$ cat config.mk
export PLATFORM = sky130hd
export DESIGN_NAME = cv32e40s_instr_trans_adapter
export DESIGN_NICKNAME = d
export VERILOG_FILES = /design/src/rtl/cv32e40s_pkg.sv /design/src/rtl/cv32e40s_instr_trans_adapter.sv
export SDC_FILE = /design/constraint.sdc
export NUM_CORES = 1
export LEC_CHECK = 0
export ABC_AREA = 1
export CORE_MARGIN = 5
export CORE_UTILIZATION = 37
export CTS_BUF_LIST = sky130_fd_sc_hd__clkbuf_2
export DETAILED_ROUTE_END_ITERATION = 7
export DONT_BUFFER_PORTS = 1
export PLACE_DENSITY_LB_ADDON = 0.15
export SYNTH_ARGS = -nofsm -noshare
export SYNTH_HDL_FRONTEND = slang
export SYNTH_SLANG_ARGS = --single-unit
$ cat constraint.sdc
create_clock -name clk -period 2.38 [get_ports clk]
set_clock_uncertainty 0.15 [all_clocks]
set_input_delay 0.476 -clock clk [delete_from_list [all_inputs] [get_ports clk]]
set_output_delay 0.476 -clock clk [all_outputs]
set_load 0.005 [all_outputs]
$ cat src/rtl/cv32e40s_pkg.sv
`default_nettype none
// ============================================================================
// Package    : cv32e40s_pkg
// Description: Shared types for the instruction-side transaction path.
//              privlvl_t          - RISC-V privilege level encoding
//              obi_if_state_e     - address-phase holding FSM states
// Revision   : 1.0 - initial release
// ============================================================================
package cv32e40s_pkg;

   typedef enum logic [1:0] {
      PRIV_LVL_U = 2'b00,
      PRIV_LVL_S = 2'b01,
      PRIV_LVL_H = 2'b10,
      PRIV_LVL_M = 2'b11
   } privlvl_t;

   // TRANSPARENT: OBI address phase driven straight from the requester.
   // REGISTERED : OBI address phase replayed from capture registers.
   typedef enum logic [0:0] {
      TRANSPARENT = 1'b0,
      REGISTERED  = 1'b1
   } obi_if_state_e;

endpackage : cv32e40s_pkg
`default_nettype wire

$ cat src/rtl/cv32e40s_instr_trans_adapter.sv
`default_nettype none
// ============================================================================
// Module     : cv32e40s_instr_trans_adapter
// Description: Responder end of the prefetcher transaction interface. Issues
//              accepted fetch requests on the OBI instruction bus, holds the
//              OBI address phase stable until granted, limits the number of
//              outstanding transactions and passes responses straight back.
// Ports      :
//   clk, rst             - clock, synchronous active-high reset
//   trans_valid_i/ready_o- request handshake
//   trans_addr_i         - fetch address (may change while unaccepted)
//   trans_priv_lvl_i     - privilege level of the request
//   resp_valid_o/rdata_o/err_o - response passthrough
//   instr_req_o/gnt_i    - OBI address-phase handshake
//   instr_addr_o/prot_o  - OBI address phase (word aligned, {priv,0})
//   instr_rvalid_i/rdata_i/err_i - OBI response phase
// Revision   : 1.0 - initial release
// ============================================================================
module cv32e40s_instr_trans_adapter
   import cv32e40s_pkg::*;
#(
   parameter int MAX_OUTSTANDING = 2
) (
   input  logic        clk,
   input  logic        rst,

   input  logic        trans_valid_i,
   output logic        trans_ready_o,
   input  logic [31:0] trans_addr_i,
   input  privlvl_t    trans_priv_lvl_i,

   output logic        resp_valid_o,
   output logic [31:0] resp_rdata_o,
   output logic        resp_err_o,

   output logic        instr_req_o,
   input  logic        instr_gnt_i,
   output logic [31:0] instr_addr_o,
   output logic [2:0]  instr_prot_o,
   input  logic        instr_rvalid_i,
   input  logic [31:0] instr_rdata_i,
   input  logic        instr_err_i
);

   localparam int                 CNT_W   = $clog2(MAX_OUTSTANDING + 1);
   localparam logic [CNT_W-1:0]   C_MAX   = CNT_W'(MAX_OUTSTANDING);
   localparam logic [CNT_W-1:0]   C_ONE   = CNT_W'(1);
   localparam logic [2:0]         C_PROT_RST = {PRIV_LVL_M, 1'b0};

   obi_if_state_e    r_state;
   obi_if_state_e    w_state_nxt;
   logic [CNT_W-1:0] r_cnt;
   logic [31:0]      r_addr;
   logic [2:0]       r_prot;

   logic             w_transparent;
   logic [CNT_W-1:0] w_cnt_eff;
   logic             w_handshake;
   logic             w_dec;
   logic [31:0]      w_addr_direct;
   logic [2:0]       w_prot_direct;

   assign w_addr_direct = {trans_addr_i[31:2], 2'b00};
   assign w_prot_direct = {trans_priv_lvl_i, 1'b0};

   // While reset is asserted the outputs already behave as if the FSM and
   // counter were cleared, so the requester sees a ready, transparent port.
   assign w_transparent = rst || (r_state == TRANSPARENT);
   assign w_cnt_eff     = rst ? '0 : r_cnt;

   always_comb begin
      trans_ready_o = 1'b0;
      instr_req_o   = 1'b1;
      instr_addr_o  = r_addr;
      instr_prot_o  = r_prot;
      if (w_transparent) begin
         trans_ready_o = (w_cnt_eff < C_MAX);
         instr_req_o   = trans_valid_i && trans_ready_o;
         instr_addr_o  = w_addr_direct;
         instr_prot_o  = w_prot_direct;
      end
   end

   always_comb begin
      w_state_nxt = r_state;
      case (r_state)
         TRANSPARENT: if (instr_req_o && !instr_gnt_i) w_state_nxt = REGISTERED;
         REGISTERED:  if (instr_gnt_i)                 w_state_nxt = TRANSPARENT;
         default:                                      w_state_nxt = TRANSPARENT;
      endcase
   end

   assign w_handshake = trans_valid_i && trans_ready_o;
   // An rvalid with nothing outstanding is a protocol violation; ignore it so
   // the counter cannot wrap.
   assign w_dec       = instr_rvalid_i && (r_cnt != '0);

   always_ff @(posedge clk) begin
      if (rst) begin
         r_state <= TRANSPARENT;
         r_cnt   <= '0;
         r_addr  <= '0;
         r_prot  <= C_PROT_RST;
      end else begin
         r_state <= w_state_nxt;
         if (w_handshake && !w_dec) begin
            r_cnt <= r_cnt + C_ONE;
         end else if (w_dec && !w_handshake) begin
            r_cnt <= r_cnt - C_ONE;
         end
         // Capture the address phase the first cycle it goes ungranted.
         if ((r_state == TRANSPARENT) && instr_req_o && !instr_gnt_i) begin
            r_addr <= w_addr_direct;
            r_prot <= w_prot_direct;
         end
      end
   end

   assign resp_valid_o = instr_rvalid_i;
   assign resp_rdata_o = instr_rdata_i;
   assign resp_err_o   = instr_err_i;

endmodule : cv32e40s_instr_trans_adapter
`default_nettype wire
==> results.md <==
- The peak clock frequency supported by timing is 485 MHz.
- The critical path launch point type is a flip-flop.
- The required time at the endpoint of the critical path is between 1500 and 2000 ps.
- The number of cells produced by synthesis is around 340.
- The first-pass iteration count of the detailed router is 4.
- The first routing iteration left 66 violations.
- The power density of the placed cells is 629 mW/mm^2.
- The via count of the first global-routing pass is ~1500.
- The number of warnings reported in the yosys synthesis log is 0.
- The global placer's final weighted congestion is around 0.69.
- The combined area of all synthesized cells is between 0.002 and 0.0025 sq mm.
- The starting density of the core is 38.0%.
- The final number of max-transition violations was 0.
- After filler insertion, the fill cell instance count of the layout stands at 633.
- The total DRC errors in the routed layout is 0.
- The number of buffers created by CTS is 5.
- In the finished design, the share of the clock period the worst path needs comes to between 80% and 90%.
- The largest stage delay on the critical path is between 400 and 500 ps.
- The maximum fanout count along the critical path is 34.
- Entering global routing, the biggest net connects between 60 and 70 pins.
- The count of unique library cells instantiated by Yosys is 20.
- The count of input and output buffers is 0.
- The final wirelength is about 4200 microns.
- After global routing the overflow that remains totals 0.
- The share of final-layout standard cells stronger than drive strength 1 is 5.28%.
- The kind of capture point of the worst setup path is an output port.
- The final hold violation count is 0.
- The worst min-delay path category is in -> reg.
- In this run the horizontal extent of the chip is ~85 microns.
- The analysis attributes to cell leakage a power of roughly 1.1 nW.
- The initial antenna violation count is 0.
- The smallest clock period supported by the final layout is computed as just over 2000 ps.
- The number of diodes is 0.
- The number of clock sinks is 35.
- The max-cap violation count is 0.
- Detailed routing inserted a total of ~1700 vias.
- The arrival time of the worst setup path is around 1400 ps.
- The flow ran to the end, and the final reports show no timing, DRC or antenna violations.
- The signal on the critical path passes through nand2_2 > buf_4 > o21ai_0.
- Setup violations remaining at the end of the flow were counted as 0.
- The detail-routed net length per standard cell is about 11 microns.
- In this run the vertical extent of the chip is about 85 microns.
- The remaining number of nets flagged by the antenna check after routing is 0.
- The final-stage net count is approximately 380.
- The total half-perimeter wirelength after legalization and detailed placement is between 2000 and 3000 microns.
- In this run, synthesis inferred 0 flip-flops with an integrated enable.
- The critical path in this run is classified as reg -> out.
- The CTS H-tree depth is 2.
- Setup repair after global routing left no endpoint under its margin.
- The core region is roughly 0.0055 sq mm.
- The quantity of gates resized following cts is 0.
- The proportion of synthesized chip area in sequential cells is between 30% and 40%.
- The die covers ~0.0072 sq mm.
- Row generation in the floorplan step produced 27 rows.
- The cell chosen for the clock root is sky130_fd_sc_hd__clkbuf_2.
- The clock tree buffer depth is 2.
- The predominant post-synthesis flop cell is sky130_fd_sc_hd__dfxtp_1.
- The mean number of vias per cell is 4.55.
- The global-route wire length before repair is 6930 microns.
- In this run, synthesis produced a sequential element count of 35.
- The share of async-settable or async-resettable flops after synthesis is 0%.
- The clock network latency to the later pin of the worst-skew pair is between 300 and 400 ps.
- TritonCTS built the clock tree.
- The total negative setup slack is 0 ps.
- The area added between synthesis and finish is -6.80%.
- The peak supply drop is 0.328 mV.
- The top-level I/O count is 143.
- The post-layout utilization of the core is between 30% and 40%.
- For this run, the total global-route usage over all layers was measured as a little under an eighth.
- The slowest stage of the critical path is the sky130_fd_sc_hd__dfxtp_1 cell.
- The clock-pin transition on the worst setup and hold timing paths is between 150 and 200 ps.
- The post-synthesis area per instance is roughly 6.1 sq um.
[worst paths after layout]
path	from	to	slack (ps)	cells past startpoint
worst min register to register	r_prot[2]$_SDFFE_PP1P_	r_prot[2]$_SDFFE_PP1P_	330	2
worst max-delay path	r_state$_SDFF_PP0_	instr_addr_o[23]	320	3
worst max register to register	r_state$_SDFF_PP0_	r_cnt[1]$_SDFFE_PP0P_	790	9
worst min-delay path	trans_addr_i[19]	r_addr[19]$_SDFFE_PP0P_	80	2
[cells in the final DEF, fill, tap and decap left out, drive strengths merged]
| cell type | netlist | layout |
|---|---|---|
| clkinv | 0 | 2 |
| dfxtp | 35 | 35 |
| nand2 | 106 | 106 |
| nor3 | 1 | 1 |
| conb | 1 | 3 |
| o21ai | 33 | 33 |
| inv | 37 | 37 |
| buf | 50 | 5 |
| dlygate4sd3 | 0 | 2 |
| nand4 | 3 | 3 |
| a21oi | 2 | 2 |
| nor2 | 63 | 63 |
| ha | 1 | 1 |
| clkbuf | 2 | 6 |
| nand3 | 4 | 4 |
[cells in the mapped netlist, types with 2 or more instances]
library cell / n / area (sq um)
sky130_fd_sc_hd__nand2_1: 104 / 390
sky130_fd_sc_hd__nor2_1: 62 / 233
sky130_fd_sc_hd__buf_4: 37 / 278
sky130_fd_sc_hd__inv_1: 36 / 135
sky130_fd_sc_hd__dfxtp_1: 35 / 701
sky130_fd_sc_hd__o21ai_0: 33 / 165
sky130_fd_sc_hd__buf_2: 10 / 50.1
sky130_fd_sc_hd__buf_1: 3 / 11.3
sky130_fd_sc_hd__nand3_1: 3 / 15.0
sky130_fd_sc_hd__nand4_1: 3 / 18.8
sky130_fd_sc_hd__a21oi_1: 2 / 10.0
sky130_fd_sc_hd__clkbuf_1: 2 / 7.51
[per-layer routing]
metal  wire [microns]  vias to the layer above  track usage, %
met5                0                        -               0
met4              114                        0            6.33
met3              525                       15            5.44
met2             1810                       75            18.9
met1             1720                      719            13.1
li1                 -                      899               -
[logic make-up (layout without fill, tap and decap cells)]
kind of cell | count (synthesis) | count (layout) | synth area share [%]
simple gates | 177 | 177 | 33.7
compound gates | 35 | 35 | 8.43
fa+ha+maj | 1 | 1 | 0.602
flops | 35 | 35 | 33.7
other cells | 1 | 3 | 0.180
buf+inv | 89 | 52 | 23.4
[repair_timing]
| action | in CTS | in global routing |
|---|---|---|
| hold buffers | 2 | 0 |
| hold endpoints to repair | 1 | 0 |
| buffers inserted | 0 | 0 |
[power by group]
part | internal (W) | switching (W) | leakage [nW]
clock | 0.0000708 | 0.000188 | 0.0281
combinational | 0.000101 | 0.000180 | 0.742
sequential | 0.000648 | 0.0000298 | 0.288
total | 0.000820 | 0.000398 | 1.06
[flip-flops by register name (all words and copies together) (netlist names)]
signal and count:
r_cnt 2, r_prot 2, r_state 1, r_addr 30
[worst max-delay path, delay by kind of cell, from the launching register on]
family | cells | cell delay [ps]
buffers and inverters | 1 | 230
AO/OA/AOI/OAI | 1 | 300
AND/OR/NAND/NOR | 1 | 90
flip-flops | 1 | 460
[through the flow]
| step | total power (W) | setup WS, ps | cells | instance area, sq um | hold slack, ps |
|---|---|---|---|---|---|
| floorplan | 0.000970 | 674 | 340 | 2090 | 279 |
| detailed placement | 0.000974 | 594 | 365 | 1880 | 294 |
| global route | 0.00134 | 113 | 375 | 1940 | 18.7 |
| finish | 0.00122 | 316 | 375 | 1940 | 79.9 |
| global placement | 0.000971 | 608 | 365 | 1880 | 291 |
| CTS | 0.00125 | 244 | 375 | 1940 | 37.3 |
[cell type report]
class | instances | area [sq um] | area share, %
Multi-Input combinational cell | 216 | 900 | 46.4
Clock inverter | 2 | 7.51 | 0.388
Tap cell | 72 | 90.1 | 4.65
Inverter | 37 | 139 | 7.17
Sequential cell | 35 | 701 | 36.2
Clock buffer | 6 | 30.0 | 1.55
Timing Repair Buffer | 7 | 70.1 | 3.62
(Power assumes the default switching activity.)
